File: src/rtl/alu_ops_pkg.sv
// Opcodes, FSM states and datapath sizes shared by the ALU controller and the
// multiply/divide unit.
package alu_ops_pkg;

    localparam int WIDTH = 32;
    localparam int CNT_W = 5;

    localparam logic [4:0] NOP   = 5'd0;
    localparam logic [4:0] AND   = 5'd1;
    localparam logic [4:0] OR    = 5'd2;
    localparam logic [4:0] XOR   = 5'd3;
    localparam logic [4:0] NOR   = 5'd4;
    localparam logic [4:0] SLL   = 5'd5;
    localparam logic [4:0] SRL   = 5'd6;
    localparam logic [4:0] SRA   = 5'd7;
    localparam logic [4:0] ADD   = 5'd8;
    localparam logic [4:0] SUB   = 5'd9;
    localparam logic [4:0] ADDU  = 5'd10;
    localparam logic [4:0] SUBU  = 5'd11;
    localparam logic [4:0] MULT  = 5'd12;
    localparam logic [4:0] DIV   = 5'd13;
    localparam logic [4:0] SLT_U = 5'd14;
    localparam logic [4:0] SLT_S = 5'd15;

    typedef enum logic [1:0] {IDLE, CALC, FIX} md_state_t;

    function automatic logic is_md_op(input logic [4:0] op);
        return (op == MULT) || (op == DIV);
    endfunction

endpackage

File: src/rtl/mult_div_unit_if.sv
// Request/result bundle between the pipeline (master) and the multiply/divide
// unit (slave).
interface mult_div_unit_if #(
    parameter int WIDTH = alu_ops_pkg::WIDTH
);
    logic             start;
    logic             flush;
    logic [4:0]       alu_operation;
    logic [WIDTH-1:0] op_a;
    logic [WIDTH-1:0] op_b;
    logic             busy;
    logic             done;
    logic             div_by_zero;
    logic [WIDTH-1:0] hi;
    logic [WIDTH-1:0] lo;

    modport master (
        output start, flush, alu_operation, op_a, op_b,
        input  busy, done, div_by_zero, hi, lo
    );

    modport slave (
        input  start, flush, alu_operation, op_a, op_b,
        output busy, done, div_by_zero, hi, lo
    );
endinterface

File: src/rtl/md_sign_fix.sv
// Turns unsigned multiply/divide magnitudes into signed HI/LO values
// (product negation, or quotient/remainder sign restoration).
module md_sign_fix #(
    parameter int WIDTH = 32
) (
    input  logic             is_div,
    input  logic             res_neg,
    input  logic             dvd_neg,
    input  logic [WIDTH-1:0] mag_hi,
    input  logic [WIDTH-1:0] mag_lo,
    output logic [WIDTH-1:0] hi,
    output logic [WIDTH-1:0] lo
);
    logic [2*WIDTH-1:0] prod;

    // NOTE: every output gets a value on every path, so no latch is inferred.
    always_comb begin
        prod = res_neg ? -{mag_hi, mag_lo} : {mag_hi, mag_lo};
        hi   = prod[2*WIDTH-1:WIDTH];
        lo   = prod[WIDTH-1:0];
        if (is_div) begin
            // Quotient truncates toward zero; remainder follows the dividend.
            lo = res_neg ? -mag_lo : mag_lo;
            hi = dvd_neg ? -mag_hi : mag_hi;
        end
    end
endmodule

File: src/rtl/mult_div_unit.sv
// Iterative signed MULT/DIV unit owning HI/LO. Define MULTDIV_EARLY_TERM_EN to
// let MULT finish as soon as the remaining multiplier bits are all zero.
module mult_div_unit #(
    parameter int WIDTH = alu_ops_pkg::WIDTH,
    parameter int CNT_W = alu_ops_pkg::CNT_W
) (
    input  logic           clk,
    input  logic           rst_n,
    mult_div_unit_if.slave md
);
    import alu_ops_pkg::*;

    md_state_t          state, state_next;
    logic [CNT_W-1:0]   cnt;
    logic               is_div, dz_op, res_neg, dvd_neg;
    logic [WIDTH-1:0]   opnd, mplier;
    logic [2*WIDTH-1:0] acc;
    logic               busy_q, done_q, dz_q;
    logic [WIDTH-1:0]   hi_q, lo_q;

    logic               accept, op_is_div, b_zero, skip_calc, mul_early;
    logic [WIDTH-1:0]   abs_a, abs_b, mul_mplier, fix_hi, fix_lo;
    logic [WIDTH:0]     mul_sum, div_diff;
    logic [2*WIDTH-1:0] mul_acc, mul_next, div_shift, div_next;

    assign op_is_div = (md.alu_operation == DIV);
    assign b_zero    = (md.op_b == '0);
    assign abs_a     = md.op_a[WIDTH-1] ? -md.op_a : md.op_a;
    assign abs_b     = md.op_b[WIDTH-1] ? -md.op_b : md.op_b;
    assign accept    = md.start && !md.flush && (state == IDLE) && is_md_op(md.alu_operation);
`ifdef MULTDIV_EARLY_TERM_EN
    assign skip_calc = b_zero;
`else
    assign skip_calc = op_is_div && b_zero;
`endif

    always_comb begin
        mul_sum    = {1'b0, acc[2*WIDTH-1:WIDTH]} + (mplier[0] ? {1'b0, opnd} : '0);
        mul_acc    = {mul_sum, acc[WIDTH-1:1]};
        mul_mplier = mplier >> 1;
`ifdef MULTDIV_EARLY_TERM_EN
        // Skipped iterations would only shift, so align the accumulator in one step.
        mul_early  = (mul_mplier == '0);
        mul_next   = mul_early ? (mul_acc >> cnt) : mul_acc;
`else
        mul_early  = 1'b0;
        mul_next   = mul_acc;
`endif
        div_shift  = acc << 1;
        div_diff   = {1'b0, div_shift[2*WIDTH-1:WIDTH]} - {1'b0, opnd};
        div_next   = div_diff[WIDTH] ? div_shift
                                     : {div_diff[WIDTH-1:0], div_shift[WIDTH-1:0] | WIDTH'(1)};
    end

    always_comb begin
        state_next = state;
        case (state)
            IDLE: if (accept) state_next = skip_calc ? FIX : CALC;
            CALC: if (md.flush) state_next = IDLE;
                  else if (cnt == '0 || (!is_div && mul_early)) state_next = FIX;
            FIX:  state_next = IDLE;
            default: state_next = IDLE;
        endcase
    end

    // NOTE: sequential state uses non-blocking assignments so every register
    // samples pre-edge values regardless of statement order.
    always_ff @(posedge clk or negedge rst_n) begin
        if (!rst_n) state <= IDLE;
        else        state <= state_next;
    end

    md_sign_fix #(.WIDTH(WIDTH)) u_sign_fix (
        .is_div  (is_div),
        .res_neg (res_neg),
        .dvd_neg (dvd_neg),
        .mag_hi  (acc[2*WIDTH-1:WIDTH]),
        .mag_lo  (acc[WIDTH-1:0]),
        .hi      (fix_hi),
        .lo      (fix_lo)
    );

    // NOTE: the datapath is a handful of flops, not a memory, so all of it is
    // reset to keep abort-by-reset fully deterministic.
    always_ff @(posedge clk or negedge rst_n) begin
        if (!rst_n) begin
            cnt <= '0; is_div <= 1'b0; dz_op <= 1'b0; res_neg <= 1'b0; dvd_neg <= 1'b0;
            opnd <= '0; mplier <= '0; acc <= '0;
            busy_q <= 1'b0; done_q <= 1'b0; dz_q <= 1'b0; hi_q <= '0; lo_q <= '0;
        end else begin
            done_q <= 1'b0;
            busy_q <= (state_next != IDLE);
            if (accept) begin
                is_div  <= op_is_div;
                dz_op   <= op_is_div && b_zero;
                res_neg <= md.op_a[WIDTH-1] ^ md.op_b[WIDTH-1];
                dvd_neg <= md.op_a[WIDTH-1];
                opnd    <= op_is_div ? abs_b : abs_a;
                mplier  <= op_is_div ? '0 : abs_b;
                // A zero divisor parks |op_a| in the remainder half so FIX yields hi = op_a.
                acc     <= !op_is_div ? '0 : b_zero ? {abs_a, WIDTH'(0)} : {WIDTH'(0), abs_a};
                cnt     <= '1;
                dz_q    <= 1'b0;
            end else if (state == CALC && !md.flush) begin
                acc    <= is_div ? div_next : mul_next;
                mplier <= mul_mplier;
                cnt    <= cnt - CNT_W'(1);
            end else if (state == FIX && !md.flush) begin
                hi_q   <= fix_hi;
                lo_q   <= dz_op ? '1 : fix_lo;
                done_q <= 1'b1;
                dz_q   <= dz_op;
            end
        end
    end

    assign md.busy        = busy_q;
    assign md.done        = done_q;
    assign md.div_by_zero = dz_q;
    assign md.hi          = hi_q;
    assign md.lo          = lo_q;
endmodule
File: src/flat_wrapper.sv
// flat-port wrapper written by rule: the top's interface ports become plain ports
module mult_div_unit_flat import alu_ops_pkg::*;
#(
    parameter int WIDTH = alu_ops_pkg::WIDTH,
    parameter int CNT_W = alu_ops_pkg::CNT_W
)
  (clk, rst_n, md_start, md_flush, md_alu_operation, md_op_a, md_op_b, md_busy, md_done, md_div_by_zero, md_hi, md_lo);
  mult_div_unit_if #(.WIDTH(WIDTH)) md_i ();
  input  logic clk;
  input  logic rst_n;
  input wire logic [$bits(md_i.start)-1:0] md_start;
  input wire logic [$bits(md_i.flush)-1:0] md_flush;
  input wire logic [$bits(md_i.alu_operation)-1:0] md_alu_operation;
  input wire logic [$bits(md_i.op_a)-1:0] md_op_a;
  input wire logic [$bits(md_i.op_b)-1:0] md_op_b;
  output wire logic [$bits(md_i.busy)-1:0] md_busy;
  output wire logic [$bits(md_i.done)-1:0] md_done;
  output wire logic [$bits(md_i.div_by_zero)-1:0] md_div_by_zero;
  output wire logic [$bits(md_i.hi)-1:0] md_hi;
  output wire logic [$bits(md_i.lo)-1:0] md_lo;
  assign md_i.start = md_start;
  assign md_i.flush = md_flush;
  assign md_i.alu_operation = md_alu_operation;
  assign md_i.op_a = md_op_a;
  assign md_i.op_b = md_op_b;
  assign md_busy = md_i.busy;
  assign md_done = md_i.done;
  assign md_div_by_zero = md_i.div_by_zero;
  assign md_hi = md_i.hi;
  assign md_lo = md_i.lo;
  mult_div_unit #(.WIDTH(WIDTH), .CNT_W(CNT_W)) u_core (.clk(clk), .rst_n(rst_n), .md(md_i));
endmodule
File: config.mk
export PLATFORM = sky130hd
export DESIGN_NAME = mult_div_unit_flat
export DESIGN_NICKNAME = d
export VERILOG_FILES = /design/src/rtl/alu_ops_pkg.sv /design/src/rtl/mult_div_unit_if.sv /design/src/rtl/md_sign_fix.sv /design/src/rtl/mult_div_unit.sv /design/src/flat_wrapper.sv
export SDC_FILE = /design/constraint.sdc
export NUM_CORES = 1
export LEC_CHECK = 0
export ABC_AREA = 1
export CORE_ASPECT_RATIO = 0.8
export CORE_MARGIN = 2
export CORE_UTILIZATION = 25
export DETAILED_ROUTE_END_ITERATION = 10
export PLACE_DENSITY = 0.39
export SYNTH_ARGS = -nofsm -noshare
export SYNTH_HDL_FRONTEND = slang
export SYNTH_SLANG_ARGS = --single-unit
File: constraint.sdc
create_clock -name clk -period 2.55 [get_ports clk]
set_clock_uncertainty 0.05 [all_clocks]
set_input_delay 0.51 -clock clk [delete_from_list [all_inputs] [get_ports clk]]
set_output_delay 0.51 -clock clk [all_outputs]
set_load 0.005 [all_outputs]
=== After elaboration in Yosys (flattened, before gate mapping) ===
Cells that the tools add are included.

* Register bits after elaboration: 206
* Output and inout port bits: 67

* Muxes and demuxes: 32
* Equality and inequality tests: 5
* Add/sub/neg operators: 8
* Reductions and logical operators: 16
* Bitwise operators: 3

{| class="wikitable"
|+ Operators by type and width
! operator !! number
|-
| 64-bit 2-to-1 mux || 7
|-
| 32-bit 2-to-1 mux || 12
|-
| 32-bit negator || 4
|-
| 64-bit negator || 1
|-
| 32-bit by 33-bit adder with 33-bit output || 1
|-
| 32-bit by 32-bit subtractor with 33-bit output || 1
|-
| 32-bit logical NOT || 1
|-
| 5-bit by 4-bit equality test with 1-bit output, second input constant || 2
|-
| 5-bit 2-to-1 mux || 2
|-
| 2-bit 2-to-1 mux || 4
|-
| 1-bit logical AND || 6
|-
| 1-bit 2-to-1 mux || 6
|-
| 2-bit nonzero test || 3
|-
| 5-bit logical NOT || 1
|-
| 5-bit by 1-bit subtractor with 5-bit output, second input constant || 1
|-
| 2-bit case mux with 2 select lines || 1
|-
| 3-bit AND reduction || 1
|-
| 2-bit by 1-bit equality test with 1-bit output, second input constant || 1
|-
| 2-bit equality test, second input constant || 1
|-
| 2-bit logical NOT || 1
|-
| 2-bit by 1-bit inequality test with 1-bit output, second input constant || 1
|-
| 1-bit inverter || 2
|-
| 2-bit AND reduction || 1
|-
| 1-bit logical NOT || 1
|-
| 2 further kinds || 2
|}

=== Logic depth before layout (Yosys ltp) ===
* Depth after elaboration: 7
* Depth in mapped cells: 20

=== Modules after synthesis ===
A second synthesis with hierarchy kept.

* Cell total of the unflattened synthesis: 3,146
* Area, all modules: 19,107.1 um^2

{| class="wikitable"
|+ Modules (own cells, without submodules)
! module !! times used !! sequential area each (um^2) !! area an instance (um^2) !! cells an instance
|-
| mult_div_unit || 1 || 5,154.9 || 16,539.6 || 2,615
|-
| md_sign_fix || 1 || 0.0 || 2,567.5 || 531
|}

=== Worst setup path after synthesis ===
No wires, ideal clock.

* Path kind: reg-to-reg
* From: reg u_core.mplier[0]
* To: reg u_core.acc[55]
* Path slack: 0.072 ns
* Data arrival time: 2.355 ns
* Period minus slack after synthesis: 2.478 ns
* Stages on the path, launching flop included: 18
* Cells stage by stage: dfrtp_1 > clkbuf_1 > clkbuf_1 > nand2_1 > inv_1 > ha_1 > fa_1 > nand3_1 > nand3_1 > nand2_1 > nand2_1 > nand3_1 > nand2_1 > nand2_1 > nand3_1 > a21boi_0 > nor2_1 > a21oi_2

* Word-level cells in the longest chain between the ends: 5

{| class="wikitable"
|+ Ends and longest elaborated chain
! what !! RTL line !! source
|-
| start, declared || mult_div_unit.sv:16 || <nowiki>logic [WIDTH-1:0] opnd, mplier;</nowiki>
|-
| start signal, assigned || mult_div_unit.sv:99 || <nowiki>mplier <= op_is_div ? '0 : abs_b;</nowiki>
|-
| start signal, assigned || mult_div_unit.sv:106 || <nowiki>mplier <= mul_mplier;</nowiki>
|-
| 32-bit 2-to-1 mux || mult_div_unit.sv:38 || <nowiki>mul_sum = {1'b0, acc[2*WIDTH-1:WIDTH]} + (mplier[0] ? {1'b0, opnd} : '0);</nowiki>
|-
| 32-bit by 33-bit adder with 33-bit output || mult_div_unit.sv:38 ||
|-
| 64-bit 2-to-1 mux || mult_div_unit.sv:105 || <nowiki>acc <= is_div ? div_next : mul_next;</nowiki>
|-
| 64-bit 2-to-1 mux || mult_div_unit.sv:104 || <nowiki>end else if (state == CALC && !md.flush) begin</nowiki>
|-
| 64-bit 2-to-1 mux || mult_div_unit.sv:93 || <nowiki>if (accept) begin</nowiki>
|-
| end signal, assigned || mult_div_unit.sv:101 || <nowiki>acc <= !op_is_div ? '0 : b_zero ? {abs_a, WIDTH'(0)} : {WIDTH'(0), abs_a};</nowiki>
|-
| end signal, assigned || mult_div_unit.sv:105 ||
|-
| end, declared || mult_div_unit.sv:17 || <nowiki>logic [2*WIDTH-1:0] acc;</nowiki>
|}

Every way passes these cells. The select of a mux whose other input is x is not followed.
A chain may end at the register's enable or synchronous reset.

=== Worst setup path in the final report ===
* From: reg u_core.mplier[0]
* To: reg u_core.acc[56]

The elaborated chain is that of the path after synthesis.

==> reports/summary.txt <==
Worst slew pin tran -> 0.665 ns
Placer Congestion -> 0.958
Height of the die -> 251 µm
Slew headroom -> 55.5%
Setup CP Type -> reg -> reg
Max Freq -> 0.367 GHz
Clk root buf -> clkbuf_16
Unrepaired setup endpoints after global routing -> true
Drt drc -> 0
R2R depth -> 17
Syn Nets -> 3,246
Gr usage total -> 25.0%
Fill cells -> 8,079
CP Launch Type -> flop
Syn avg cell area -> 6.12 µm²
Setup ws final -> -0.174 ns
Share of cells above drive strength 1 -> 28.8%
Wire length of the first global-routing pass -> 148 mm
Die area -> 0.0782 mm²
Via count of the first global-routing pass -> 22,400
P&R area growth vs syn -> 52.8%
Sum Neg Setup Slack -> -1.17 ns
Layout net count -> 3,981
Initial antenna violation count -> 0
Crit Path Max Fanout -> 8
FP Rows -> 90
Num CTS Buffers -> 27
Clock sink count -> 206
Type of the tightest min-delay check -> in -> async
CORE AREA -> 0.0753 mm²
Number of flops mapped to enable cells by yosys -> 0
Final Hold Viols -> 0
PortBufs -> 139
#FFs+latches synth -> 206
H-tree depth -> 1
Final setup viols -> 19
R2r setup slk -> -0.17 ns
I/O pins -> 140
Worst Path Required -> 2.97 ns
Max Cap Violations -> 0
Mapped Cells -> 3,102
Post-DRT Antenna Nets -> 0
Min cycle time layout -> 2.72 ns
Violated checks -> setup timing
Fin Hold WS -> 0.358 ns
Largest net degree at the start of global routing -> 66
Diodes inserted -> 0
DRT Wirelength -> 100 mm
Async S/R FF share, synth -> 100%
PwrDens -> 1110 mW/mm²
Cell Area, Synth -> 0.0190 mm²
Worst EP arrival -> 3.15 ns
Outcome -> finished with violations
Synth warnings -> 0
Avg Vias per Cell -> 4.82
Clk buf depth -> 3
Congestion Overflow GR -> 0
Post-synthesis sequential area ratio -> 27.1%
Critical register-to-register path startpoint -> u_core.mplier[0]$_DFFE_PN0N_
Tcrit/Tclk final -> 107%
Area of the multi-input gates -> 0.0132 mm²
Initial core utilization -> 25.2%
Width of the die -> 312 µm
Clock latency on the worst-skew pair -> 0.59 ns
Initial drt markers -> 2,014
Top_reg_cell synth -> dfrtp_1
Register area -> 0.00518 mm²
CTS tree -> done
Synth cell types -> 60
Clock transition at path regs -> 0.06 ns
Routed len/inst -> 20.6 µm
Worst vdd rail ir drop -> 0.588 mV
Crit. End Element -> flop
Router iterations before antenna repair -> 6
DR vias -> 23,400
R2r endpoint -> u_core.acc[56]$_DFFE_PN0N_
Post-DP HPWL -> 81.6 mm
Lkg Pwr -> 0.0145 µW
Max-slew violations -> 0
==> kinds of logic after synthesis <==
family                   count (synthesis)  synth area share, %
XOR/XNOR                                89                 4.10
AND/OR/NAND/NOR                       1728                 37.9
adder cells (fa/ha/maj)                 71                 4.76
flip-flops                             206                 27.1
buffers and inverters                  554                 11.3
AO/OA/AOI/OAI                          454                 14.8
==> cell type report <==
cell class / instances / area share, %
sequential: 206 / 17.9
tap: 1012 / 4.36
inverter: 451 / 5.85
clock inverter: 5 / 0.319
clock buffer: 38 / 2.61
timing repair buffer: 809 / 23.5
multi-input combinational: 2342 / 45.6
==> through the flow <==
| stage | setup slack (ns) | cells | util (%) | area [µm²] | total power [µW] |
|---|---|---|---|---|---|
| 2_1_floorplan | 0.0725 | 3102 | - | 19000 | 14400 |
| 3_3_place_gp | -0.692 | 4760 | 34.6 | 26000 | 24400 |
| 3_5_place_dp | -0.679 | 4760 | 34.6 | 26000 | 24300 |
| 4_1_cts | -0.142 | 4832 | 37.0 | 27900 | 30100 |
| 5_1_grt | -0.347 | 4863 | 38.5 | 29000 | 34400 |
| 6_report | -0.174 | 4863 | 38.5 | 29000 | 32200 |
==> metal layers <==
metal	vias to the layer above	global-route usage, %	wire length (µm)
met3	95	3.23	6870
met5	-	0	0
met2	789	35.0	39600
met1	11100	40.3	51900
li1	11400	-	-
met4	0	4.31	1930
==> worst max path at each step <==
| stage | depth (start not counted) | endpoint | slack, ns | from |
|---|---|---|---|---|
| after detailed placement | 11 | u_core.acc[48]$_DFFE_PN0N_ | -0.68 | md_op_a[0] |
| after CTS | 14 | u_core.acc[50]$_DFFE_PN0N_ | -0.14 | u_core.mplier[0]$_DFFE_PN0N_ |
| after global placement | 11 | u_core.acc[48]$_DFFE_PN0N_ | -0.69 | md_op_a[0] |
| final | 17 | u_core.acc[56]$_DFFE_PN0N_ | -0.17 | u_core.mplier[0]$_DFFE_PN0N_ |
| after global routing | 18 | u_core.acc[56]$_DFFE_PN0N_ | -0.35 | u_core.mplier[0]$_DFFE_PN0N_ |
| after floorplan | 17 | u_core.acc[55]$_DFFE_PN0N_ | 0.07 | u_core.mplier[0]$_DFFE_PN0N_ |
==> worst max-delay path, cell delays in order, from the launching register on <==
cell and delay [ns]:
dfrtp_2 0.44, buf_12 0.16, buf_16 0.16, nand2_4 0.09, inv_1 0.08, ha_4 0.31, nand2_1 0.10, buf_4 0.17
nor3_2 0.20, and3_1 0.17, nand2_1 0.06, nand2_2 0.12, nand2_1 0.06, nand2_1 0.05, nor2_1 0.04, buf_4 0.16
nor2_4 0.11, a21oi_2 0.05
==> synthesized netlist by cell type (12+ instances only) <==
library cell  number  area share [%]
dfrtp_1          206              27
nor2_1           339             6.7
a21oi_1          151             4.0
nand2_2           12            0.40
nor2_2            13            0.43
inv_1            441             8.7
nor3_1            45             1.2
o211ai_1          67             2.6
xor2_1            78             3.6
a31oi_1           29            0.96
o22a_1            12            0.55
o21ai_0          102             2.7
nand2_1         1029              20
o221ai_1          24             1.1
buf_2             26            0.69
clkbuf_1          57             1.1
ha_1              69             4.5
nand4_1           41             1.4
nand3_1          199             5.2
buf_1             14            0.28
==> power breakdown <==
group	switching (µW)	internal, µW
Combinational	13500	9720
Sequential	1000	4130
Clock	1620	2250
Total	16100	16100
==> repair_timing <==
item	CTS	global route
endpoints found under the hold margin	31	0
endpoints found under the setup margin	34	67
cloned	3	0
setup buffers	25	31
pin swaps	37	78
resized for setup	190	248
hold buffers	1	0
==> placed cells by master, fill, tap and decap left out, types with 40 or more instances in the layout <==
master,synthesis,layout
clkdlybuf4s50_1,0,138
nand2_1,1029,912
nand3_1,199,164
a21oi_1,151,110
xor2_1,78,75
o211ai_1,67,67
nand2_2,12,102
buf_4,2,627
nand3_2,7,40
dfrtp_1,206,186
nand4_1,41,41
a21oi_2,3,40
nor2_1,339,299
o21ai_0,102,86
inv_1,441,415
==> state kept, by name (all words and copies together) (netlist names) <==
| name | count |
|---|---|
| u_core.acc | 64 |
| u_core.cnt | 5 |
| u_core.dvd_neg | 1 |
| u_core.dz_op | 1 |
| u_core.is_div | 1 |
| u_core.md.busy | 1 |
| u_core.md.div_by_zero | 1 |
| u_core.md.done | 1 |
| u_core.md.hi | 32 |
| u_core.md.lo | 32 |
| u_core.mplier | 32 |
| u_core.opnd | 32 |
| u_core.res_neg | 1 |
| u_core.state | 2 |
Power figures use the tool's default switching activity.
